## config.mk

```make
export PLATFORM = sky130hd
export DESIGN_NAME = alu_flat
export DESIGN_NICKNAME = d
export VERILOG_FILES = /design/src/rtl/alu_if.sv /design/src/rtl/alu.sv /design/src/flat_wrapper.sv
export SDC_FILE = /design/constraint.sdc
export NUM_CORES = 1
export LEC_CHECK = 0
export ABC_CLOCK_PERIOD_IN_PS = 800
export CORE_UTILIZATION = 57
export DETAILED_ROUTE_END_ITERATION = 8
export MAX_ROUTING_LAYER = met4
export PLACE_DENSITY = 0.86
export SLEW_MARGIN = 15
export SYNTH_ARGS = -nofsm -noshare
export SYNTH_HDL_FRONTEND = slang
export SYNTH_SLANG_ARGS = --single-unit
```

## constraint.sdc

```tcl
create_clock -name clk -period 0.8 [get_ports clk]
set_input_delay 0.08 -clock clk [delete_from_list [all_inputs] [get_ports clk]]
set_output_delay 0.08 -clock clk [all_outputs]
set_load 0.1 [all_outputs]
```

## src/rtl/alu_if.sv

```systemverilog
// alu_if: operand/opcode bundle into the ALU and registered result/flags
// back out. The master drives operands and opcode. The slave (the ALU)
// returns C and Flags.
interface alu_if #(
  parameter int WIDTH = 16
) ();
  logic [WIDTH-1:0] A;
  logic [WIDTH-1:0] B;
  logic [7:0]       Opcode;
  logic [WIDTH-1:0] C;
  logic [4:0]       Flags;

  modport master (output A, output B, output Opcode, input C, input Flags);
  modport slave  (input A, input B, input Opcode, output C, output Flags);
endinterface

```

## src/rtl/alu.sv

```systemverilog
// alu: 16-bit integer ALU with registered result and Z/C/F/N/L flags.
// Operands and opcode are decoded to an internal operation plus an
// effective B operand. The result and flags load on every rising edge.
// Optional right shifts (RSH, RSHI, ARSH) are compiled in when the
// ALU_RSH_EN macro is defined. Otherwise those sub-ops act as NOPs.
module alu #(
  parameter int WIDTH = 16
) (
  input  logic   clk,
  input  logic   rst_n,
  alu_if.slave   bus
);

  localparam logic [3:0] CLS_BASE  = 4'b0000;
  localparam logic [3:0] CLS_ADDI  = 4'b0101;
  localparam logic [3:0] CLS_ADDUI = 4'b0110;
  localparam logic [3:0] CLS_ADDCI = 4'b0111;
  localparam logic [3:0] CLS_SHIFT = 4'b1000;
  localparam logic [3:0] CLS_SUBI  = 4'b1001;
  localparam logic [3:0] CLS_CMPI  = 4'b1011;

  typedef enum logic [4:0] {
    OP_NOP, OP_AND, OP_OR, OP_XOR, OP_NOT,
    OP_ADD, OP_ADDU, OP_ADDC, OP_ADDCU, OP_SUB,
    OP_CMP, OP_CMPU, OP_LSHI, OP_LSH,
    OP_RSH, OP_RSHI, OP_ARSH
  } op_e;

  // Bit order matches Flags[4:0] = {Z, C, F, N, L}.
  typedef struct packed {
    logic z;
    logic c;
    logic f;
    logic n;
    logic l;
  } flags_t;

  op_e              w_op;
  logic [WIDTH-1:0] w_b;
  logic [7:0]       w_imm8;
  logic [WIDTH-1:0] w_simm;
  logic [WIDTH-1:0] w_uimm;
  logic             w_cin;
  logic [WIDTH:0]   w_sum;
  logic [WIDTH-1:0] w_diff;
  logic [WIDTH-1:0] w_c_next;
  flags_t           w_flags_next;
  logic             w_z_en;
  logic [WIDTH-1:0] r_c;
  flags_t           r_flags;

  assign w_imm8 = {bus.Opcode[3:0], bus.B[3:0]};
  assign w_simm = {{(WIDTH-8){w_imm8[7]}}, w_imm8};
  assign w_uimm = {{(WIDTH-8){1'b0}}, w_imm8};

  // Decode the opcode into one operation and select the effective B operand.
  always_comb begin
    // NOTE: every combinational output gets a default first; a path that
    // leaves one unassigned would infer a latch.
    w_op = OP_NOP;
    w_b  = bus.B;
    case (bus.Opcode[7:4])
      CLS_BASE: begin
        case (bus.Opcode[3:0])
          4'b0001: w_op = OP_AND;
          4'b0010: w_op = OP_OR;
          4'b0011: w_op = OP_XOR;
          4'b0100: w_op = OP_NOT;
          4'b0101: w_op = OP_ADD;
          4'b0110: w_op = OP_ADDU;
          4'b0111: w_op = OP_ADDC;
          4'b1000: w_op = OP_ADDCU;
          4'b1001: w_op = OP_SUB;
          4'b1011: w_op = OP_CMP;
          4'b1111: w_op = OP_CMPU;
          default: w_op = OP_NOP;
        endcase
      end
      CLS_ADDI:  begin w_op = OP_ADD;  w_b = w_simm; end
      CLS_ADDUI: begin w_op = OP_ADDU; w_b = w_uimm; end
      CLS_ADDCI: begin w_op = OP_ADDC; w_b = w_simm; end
      CLS_SUBI:  begin w_op = OP_SUB;  w_b = w_simm; end
      CLS_CMPI:  begin w_op = OP_CMP;  w_b = w_simm; end
      CLS_SHIFT: begin
        case (bus.Opcode[3:0])
          4'b0000, 4'b0001: w_op = OP_LSHI;
          4'b0100:          w_op = OP_LSH;
`ifdef ALU_RSH_EN
          4'b1000:          w_op = OP_RSH;
          4'b1001:          w_op = OP_RSHI;
          4'b1100:          w_op = OP_ARSH;
`endif
          default:          w_op = OP_NOP;
        endcase
      end
      default: w_op = OP_NOP;
    endcase
  end

  // Shared adder: carry-in is set only for the ADDC family.
  assign w_cin  = (w_op == OP_ADDC) || (w_op == OP_ADDCU);
  assign w_sum  = {1'b0, bus.A} + {1'b0, w_b} + {{WIDTH{1'b0}}, w_cin};
  assign w_diff = bus.A - w_b;

  // Compute the next result and flags. Z follows the result for every
  // non-NOP, non-compare op.
  always_comb begin
    w_c_next     = '0;
    w_flags_next = '0;
    w_z_en       = 1'b1;
    case (w_op)
      OP_AND:  w_c_next = bus.A & w_b;
      OP_OR:   w_c_next = bus.A | w_b;
      OP_XOR:  w_c_next = bus.A ^ w_b;
      OP_NOT:  w_c_next = ~bus.A;
      OP_ADD, OP_ADDC: begin
        w_c_next       = w_sum[WIDTH-1:0];
        w_flags_next.f = (bus.A[WIDTH-1] == w_b[WIDTH-1]) &&
                         (w_sum[WIDTH-1] != bus.A[WIDTH-1]);
        w_flags_next.c = (w_op == OP_ADDC) ? w_sum[WIDTH] : 1'b0;
      end
      OP_ADDU, OP_ADDCU: begin
        w_c_next       = w_sum[WIDTH-1:0];
        w_flags_next.c = w_sum[WIDTH];
      end
      OP_SUB: begin
        w_c_next       = w_diff;
        w_flags_next.f = (bus.A[WIDTH-1] != w_b[WIDTH-1]) &&
                         (w_diff[WIDTH-1] != bus.A[WIDTH-1]);
      end
      OP_CMP: begin
        w_z_en         = 1'b0;
        w_flags_next.z = (bus.A == w_b);
        w_flags_next.n = ($signed(bus.A) < $signed(w_b));
      end
      OP_CMPU: begin
        w_z_en         = 1'b0;
        w_flags_next.z = (bus.A == w_b);
        w_flags_next.l = (bus.A < w_b);
      end
      // A shift amount of WIDTH or more drains every bit out, giving zero.
      OP_LSHI: w_c_next = bus.A << w_b;
      OP_LSH:  w_c_next = bus.A << 1;
      OP_RSH:  w_c_next = bus.A >> 1;
      OP_RSHI: w_c_next = bus.A >> w_b;
      OP_ARSH: w_c_next = $signed(bus.A) >>> 1;
      default: w_z_en   = 1'b0;
    endcase
    if (w_z_en) w_flags_next.z = (w_c_next == '0);
  end

  // Result and flag registers, cleared asynchronously by reset.
  always_ff @(posedge clk or negedge rst_n) begin
    // NOTE: non-blocking assignments in clocked blocks, so every register
    // samples pre-edge values regardless of statement order.
    if (!rst_n) begin
      r_c     <= '0;
      r_flags <= '0;
    end else begin
      r_c     <= w_c_next;
      r_flags <= w_flags_next;
    end
  end

  assign bus.C     = r_c;
  assign bus.Flags = r_flags;

endmodule

```

## src/flat_wrapper.sv

```systemverilog
// flat-port wrapper written by rule: the top's interface ports become plain ports
module alu_flat 
#(
  parameter int WIDTH = 16
)
  (clk, rst_n, bus_A, bus_B, bus_Opcode, bus_C, bus_Flags);
  alu_if #(.WIDTH(WIDTH)) bus_i ();
  input  logic clk;
  input  logic rst_n;
  input wire logic [$bits(bus_i.A)-1:0] bus_A;
  input wire logic [$bits(bus_i.B)-1:0] bus_B;
  input wire logic [$bits(bus_i.Opcode)-1:0] bus_Opcode;
  output wire logic [$bits(bus_i.C)-1:0] bus_C;
  output wire logic [$bits(bus_i.Flags)-1:0] bus_Flags;
  assign bus_i.A = bus_A;
  assign bus_i.B = bus_B;
  assign bus_i.Opcode = bus_Opcode;
  assign bus_C = bus_i.C;
  assign bus_Flags = bus_i.Flags;
  alu #(.WIDTH(WIDTH)) u_core (.clk(clk), .rst_n(rst_n), .bus(bus_i));
endmodule
```

==> metrics.log, run 1 <==
[metrics] outcome: did not finish
[metrics] stage where the run ended: clock tree synthesis
[metrics] run-stopping error: [ERROR DPL-0038] Utilization greater than 100%, impossible to legalize
[metrics] half-perimeter wire length after placement: 19.7 mm
[metrics] Cell Area, Synth: 0.00455 mm²
[metrics] root buffer selected by CTS: sky130_fd_sc_hd__clkbuf_8
[metrics] Post-Place Cells: between 900 and 1k
[metrics] Async S/R FF share, synth: 100%
[metrics] largest cells by area after synthesis: sky130_fd_sc_hd__ha_1, sky130_fd_sc_hd__dfrtp_1, sky130_fd_sc_hd__a21oi_1, sky130_fd_sc_hd__inv_1, sky130_fd_sc_hd__nand2_1
[metrics] cell type with the highest aggregate area in the netlist: sky130_fd_sc_hd__ha_1
[metrics] I/O pin total: 63
[metrics] share of Yosys cell area claimed by the top area cell type: 13.2%
[metrics] post-synthesis average cell area: 7.49 µm²
[metrics] number of buffers added for setup after CTS: 18
[metrics] Hold-fix buffers, CTS: 0
[metrics] num rows: 32
[metrics] final weighted congestion in routability-driven placement: about 1.3
[metrics] sequential cell area fraction in the yosys report: 11.5%
[metrics] x dimension of the die: slightly above 90 µm
[metrics] cells after synthesis: ~600
[metrics] Clock Sinks: 21
[metrics] number of storage elements in the synthesis netlist: 21
[metrics] number of warnings printed during yosys synthesis: 0
[metrics] PostCTS Resize Cnt: between 100 and 150
[metrics] number of synthesized flops with an enable pin: 0
[metrics] Post-Synthesis Net Count: 701
[metrics] TritonCTS buffer count: 3
[metrics] dominant register cell in the synthesized netlist: sky130_fd_sc_hd__dfrtp_1
[metrics] Setup Slack @ Placement: -3.73 ns
[metrics] H-tree level count: 1
[metrics] Longest Clk Path Bufs: 2
[metrics] die span in y: 91.4 µm
[metrics] Initial Util: 58.9%
[metrics] Port Buffer Count: 62
[metrics] Cell variety after synth: 79
per-stage QoR:
stage / hold slack, ns / cell area, µm²
3_5_place_dp: 0.451 / 7280
3_3_place_gp: 0.435 / 7280
2_1_floorplan: -0.216 / 4680
cells in the mapped netlist, types with 8 or more instances:
| master | n |
|---|---|
| sky130_fd_sc_hd__nor4_1 | 8 |
| sky130_fd_sc_hd__nor3_1 | 24 |
| sky130_fd_sc_hd__clkbuf_1 | 20 |
| sky130_fd_sc_hd__mux2i_1 | 17 |
| sky130_fd_sc_hd__nand4_1 | 8 |
| sky130_fd_sc_hd__nand3_1 | 20 |
| sky130_fd_sc_hd__a21o_1 | 14 |
| sky130_fd_sc_hd__ha_1 | 48 |
| sky130_fd_sc_hd__o21ai_0 | 27 |
| sky130_fd_sc_hd__a21oi_1 | 41 |
| sky130_fd_sc_hd__nand2b_1 | 9 |
| sky130_fd_sc_hd__buf_2 | 9 |
| sky130_fd_sc_hd__inv_1 | 51 |
| sky130_fd_sc_hd__dfrtp_1 | 21 |
| sky130_fd_sc_hd__nand2_1 | 49 |
| sky130_fd_sc_hd__or3_1 | 11 |
| sky130_fd_sc_hd__a211oi_1 | 9 |
| sky130_fd_sc_hd__nor2_1 | 33 |
| sky130_fd_sc_hd__o22ai_1 | 13 |
| sky130_fd_sc_hd__and3_1 | 8 |
| sky130_fd_sc_hd__o211ai_1 | 11 |
cell families after synthesis:
logic type | synth area share [%]
xor+xnor | 1.73
flops | 11.5
simple gates | 24.7
compound gates | 31.1
buf+inv | 8.16
fa+ha+maj | 14.5
mux | 8.19
==> inputs of run 2 (changes only) <==
--- a/config.mk
+++ b/config.mk
@@ -6,10 +6,9 @@
 export NUM_CORES = 1
 export LEC_CHECK = 0
 export ABC_CLOCK_PERIOD_IN_PS = 800
-export CORE_UTILIZATION = 57
+export CORE_UTILIZATION = 40
 export DETAILED_ROUTE_END_ITERATION = 8
-export MAX_ROUTING_LAYER = met4
-export PLACE_DENSITY = 0.86
+export PLACE_DENSITY_LB_ADDON = 0.15
 export SLEW_MARGIN = 15
 export SYNTH_ARGS = -nofsm -noshare
 export SYNTH_HDL_FRONTEND = slang
==> run 2 against run 1 <==
Effect of this change:
- the flow now finishes, with violations (setup timing)
- area after synthesis did not move
- synthesized cell count did not move
==> metrics.log, run 2 <==
[metrics] critical path peak fanout: 6
[metrics] number of nets in the final layout: about 1.0k
[metrics] crit path launch type: primary input
[metrics] number of flip-flops under the largest register name: 16
[metrics] number of synthesized flops with an enable pin: 0
[metrics] cells after synthesis: 608
[metrics] die area: 0.0118 mm²
[metrics] Setup Slack @ Placement: -3.69 ns
[metrics] kind of critical path: in -> reg
[metrics] LEAKAGE: 3.85 nW
[metrics] TritonCTS buffer count: 3
[metrics] root buffer selected by CTS: sky130_fd_sc_hd__clkbuf_16
[metrics] die span in y: 109 µm
[metrics] I/O pin total: 63
[metrics] slew at the pin with the worst max-slew slack: 0.637 ns
[metrics] Hold-fix buffers, CTS: 0
[metrics] share of Yosys cell area claimed by the top area cell type: a little over an eighth
[metrics] routed length per instance: 20.6 µm
[metrics] number of nets still failing antenna checks after routing: 0
[metrics] number of vias after detailed routing: between 6k and 7k
[metrics] reported max-cap violation count: 0
[metrics] Async S/R FF share, synth: 100%
[metrics] placed inst area: roughly 0.0075 mm²
[metrics] half-perimeter wire length after placement: 17.8 mm
[metrics] slack of the critical path: -2.78 ns
[metrics] x dimension of the die: 109 µm
[metrics] area of the core: 0.0110 mm²
[metrics] critical path endpoint category: register
[metrics] Max Fclk: 279 MHz
[metrics] launching element of the worst setup path: bus_Opcode[6]
[metrics] path category of the worst min-delay check: in -> async
[metrics] first drt pass iteration count: 5
[metrics] dominant register cell in the synthesized netlist: sky130_fd_sc_hd__dfrtp_1
[metrics] Starting DRT DRC Count: 632
[metrics] global-route usage over all layers: 36.8%
[metrics] number of warnings printed during yosys synthesis: 0
[metrics] Clock Sinks: 21
[metrics] most frequent cell after synthesis: sky130_fd_sc_hd__inv_1
[metrics] violations in the final reports: setup timing
[metrics] number of max-slew violations in the final report: 0
[metrics] leading cell types by count after synthesis: sky130_fd_sc_hd__inv_1, sky130_fd_sc_hd__nand2_1, sky130_fd_sc_hd__ha_1
[metrics] final setup violating endpoints: 42
[metrics] clock tree from TritonCTS: yes
[metrics] num rows: 38
[metrics] Post-Synthesis Net Count: 701
[metrics] share of cells above drive strength 1: 47.3%
[metrics] number of storage elements in the synthesis netlist: 21
[metrics] CTS clk-pin slew, worst paths: about 0.050 ns
[metrics] Worst EP arrival: around 3.8 ns
[metrics] most frequent cells in the layout: sky130_fd_sc_hd__buf_4, sky130_fd_sc_hd__inv_1, sky130_fd_sc_hd__nand2_1
[metrics] Post-Route WL: 21.8 mm
[metrics] Cell variety after synth: 79
[metrics] largest cells by area after synthesis: sky130_fd_sc_hd__ha_1, sky130_fd_sc_hd__dfrtp_1, sky130_fd_sc_hd__a21oi_1, sky130_fd_sc_hd__inv_1, sky130_fd_sc_hd__nand2_1
[metrics] Port Buffer Count: just over 60
[metrics] pin count of the biggest net entering global routing: 26
[metrics] Cell Area, Synth: about 0.0046 mm²
[metrics] initial antenna violation count: 0
[metrics] post-synthesis average cell area: between 7 and 8 µm²
[metrics] Initial Util: 41.4%
[metrics] cell type with the highest aggregate area in the netlist: sky130_fd_sc_hd__ha_1
[metrics] vias in the first global route: slightly above 6k
[metrics] H-tree level count: 1
[metrics] Longest Clk Path Bufs: 2
[metrics] relative max-transition margin: 57.2%
[metrics] final weighted congestion in routability-driven placement: 1.04
[metrics] endpoint required time on the critical path: roughly 0.98 ns
[metrics] leading cell type in the layout, fill and taps excluded: sky130_fd_sc_hd__buf_4
[metrics] Max IR drop VDD: 2.07 mV
[metrics] number of hold violations in the final report: 0
[metrics] outcome: finished, violations left
[metrics] setup repair after global routing missed its margin: yes
[metrics] antenna diode count: 0
[metrics] final clock period utilization by the worst path: 448%
[metrics] post-detailed-route via-to-cell ratio: about 6.0
[metrics] sequential cell area fraction in the yosys report: 11.5%
[metrics] global-route congestion overflow total: 0
[metrics] post-route design area: 0.00813 mm²
[metrics] area growth from synthesis to layout: 78.6%
[metrics] Power Density: 1330 mW/mm²
[metrics] number of remaining DRC errors: 0
[metrics] Tmin final: 3.58 ns
[metrics] first-pass GRT wire length: roughly 33 mm
==> run 2: cell counts after synthesis <==
Identical to the previous run, type by type.
==> run 2: cell type report <==
type / count / area (µm²)
multi-input cells: 498 / 4140
repair buffers: 344 / 2990
fillers: 831 / 2850
flip-flops and latches: 21 / 551
inverters: 52 / 195
well taps: 140 / 175
clock buffers: 3 / 75.1
clock inverters: 1 / 5.00
==> run 2: power by group <==
part           switching, mW  leakage [nW]  internal [mW]
combinational           4.52          3.57           3.85
sequential             0.144         0.242           1.27
clock                  0.368        0.0409          0.671
==> run 2: kinds of logic after synthesis <==
| kind of cell | Yosys count | share of synthesized area (%) |
|---|---|---|
| AND/OR/NAND/NOR | 210 | 24.7 |
| AO/OA/AOI/OAI | 200 | 31.1 |
| buffers and inverters | 89 | 8.16 |
| adder cells (fa/ha/maj) | 51 | 14.5 |
| multiplexers | 28 | 8.19 |
| flip-flops | 21 | 11.5 |
| XOR/XNOR | 9 | 1.73 |
==> run 2: worst max-delay path by stage <==
stage	endpoint	slack [ns]
finish	u_core.bus.Flags[4]	-2.78
global route	u_core.bus.Flags[4]	-3.01
CTS	u_core.bus.Flags[4]	-2.91
detailed placement	u_core.bus.Flags[4]	-3.69
global placement	u_core.bus.Flags[4]	-3.48
floorplan	u_core.bus.Flags[4]	-3.10
==> run 2: critical path, cell delays in order <==
cell,delay [ns]
sky130_fd_sc_hd__buf_4,0.15
sky130_fd_sc_hd__buf_4,0.15
sky130_fd_sc_hd__nor4b_4,0.31
sky130_fd_sc_hd__mux2_2,0.27
sky130_fd_sc_hd__nand2_4,0.06
sky130_fd_sc_hd__o21a_1,0.20
sky130_fd_sc_hd__fa_2,0.40
sky130_fd_sc_hd__fa_2,0.37
sky130_fd_sc_hd__nand2b_4,0.16
sky130_fd_sc_hd__a2111oi_4,0.31
sky130_fd_sc_hd__or4_4,0.20
sky130_fd_sc_hd__a211oi_4,0.07
sky130_fd_sc_hd__o31ai_2,0.28
sky130_fd_sc_hd__a211oi_2,0.11
sky130_fd_sc_hd__nor2_1,0.10
sky130_fd_sc_hd__o21ai_1,0.08
sky130_fd_sc_hd__or3_1,0.34
sky130_fd_sc_hd__o21ai_1,0.13
==> run 2: layer usage <==
layer	vias up	GRT usage (%)	wire (µm)
li1	2907	-	-
met1	3000	49.6	9010
met2	396	59.9	9980
met3	60	4.96	2100
met4	0	12.9	757
met5	-	0	0
==> run 2: stage by stage <==
stage          power, mW  setup TNS, ns  hold WS (ns)  cells  utilization (%)
4_1_cts             10.3         -49.23         0.168   1053             71.4
6_report            10.8         -48.23         0.166   1059             74.0
3_5_place_dp        8.92         -63.54         0.437   1037             68.2
5_1_grt             11.3         -51.07         0.182   1059             74.0
2_1_floorplan       5.18         -49.01        -0.216    608                -
3_3_place_gp        8.82         -59.53         0.439   1037             68.2
==> run 2: timing repair <==
action | CTS | global route
gates resized for setup | 60 | 59
pin swaps | 35 | 36
setup buffers | 15 | 8
endpoints found under the setup margin | 42 | 42
gates cloned | 0 | 0
Note: power is estimated with default switching activity, not from simulation.
==> inputs of run 3 (changes only) <==
--- a/config.mk
+++ b/config.mk
@@ -6,6 +6,7 @@
 export NUM_CORES = 1
 export LEC_CHECK = 0
 export ABC_CLOCK_PERIOD_IN_PS = 800
+export CAP_MARGIN = 30
 export CORE_UTILIZATION = 40
 export DETAILED_ROUTE_END_ITERATION = 8
 export PLACE_DENSITY_LB_ADDON = 0.15
==> results of run 3 <==
No change in the layout: final DEF, timing and power equal those of run 2.
==> inputs of run 4 (changes only) <==
--- a/config.mk
+++ b/config.mk
@@ -8,9 +8,9 @@
 export ABC_CLOCK_PERIOD_IN_PS = 800
 export CAP_MARGIN = 30
 export CORE_UTILIZATION = 40
+export CTS_CLUSTER_DIAMETER = 80
 export DETAILED_ROUTE_END_ITERATION = 8
 export PLACE_DENSITY_LB_ADDON = 0.15
-export SLEW_MARGIN = 15
 export SYNTH_ARGS = -nofsm -noshare
 export SYNTH_HDL_FRONTEND = slang
 export SYNTH_SLANG_ARGS = --single-unit
==> results of run 4 <==
No change in the layout: final DEF, timing and power equal those of run 2.
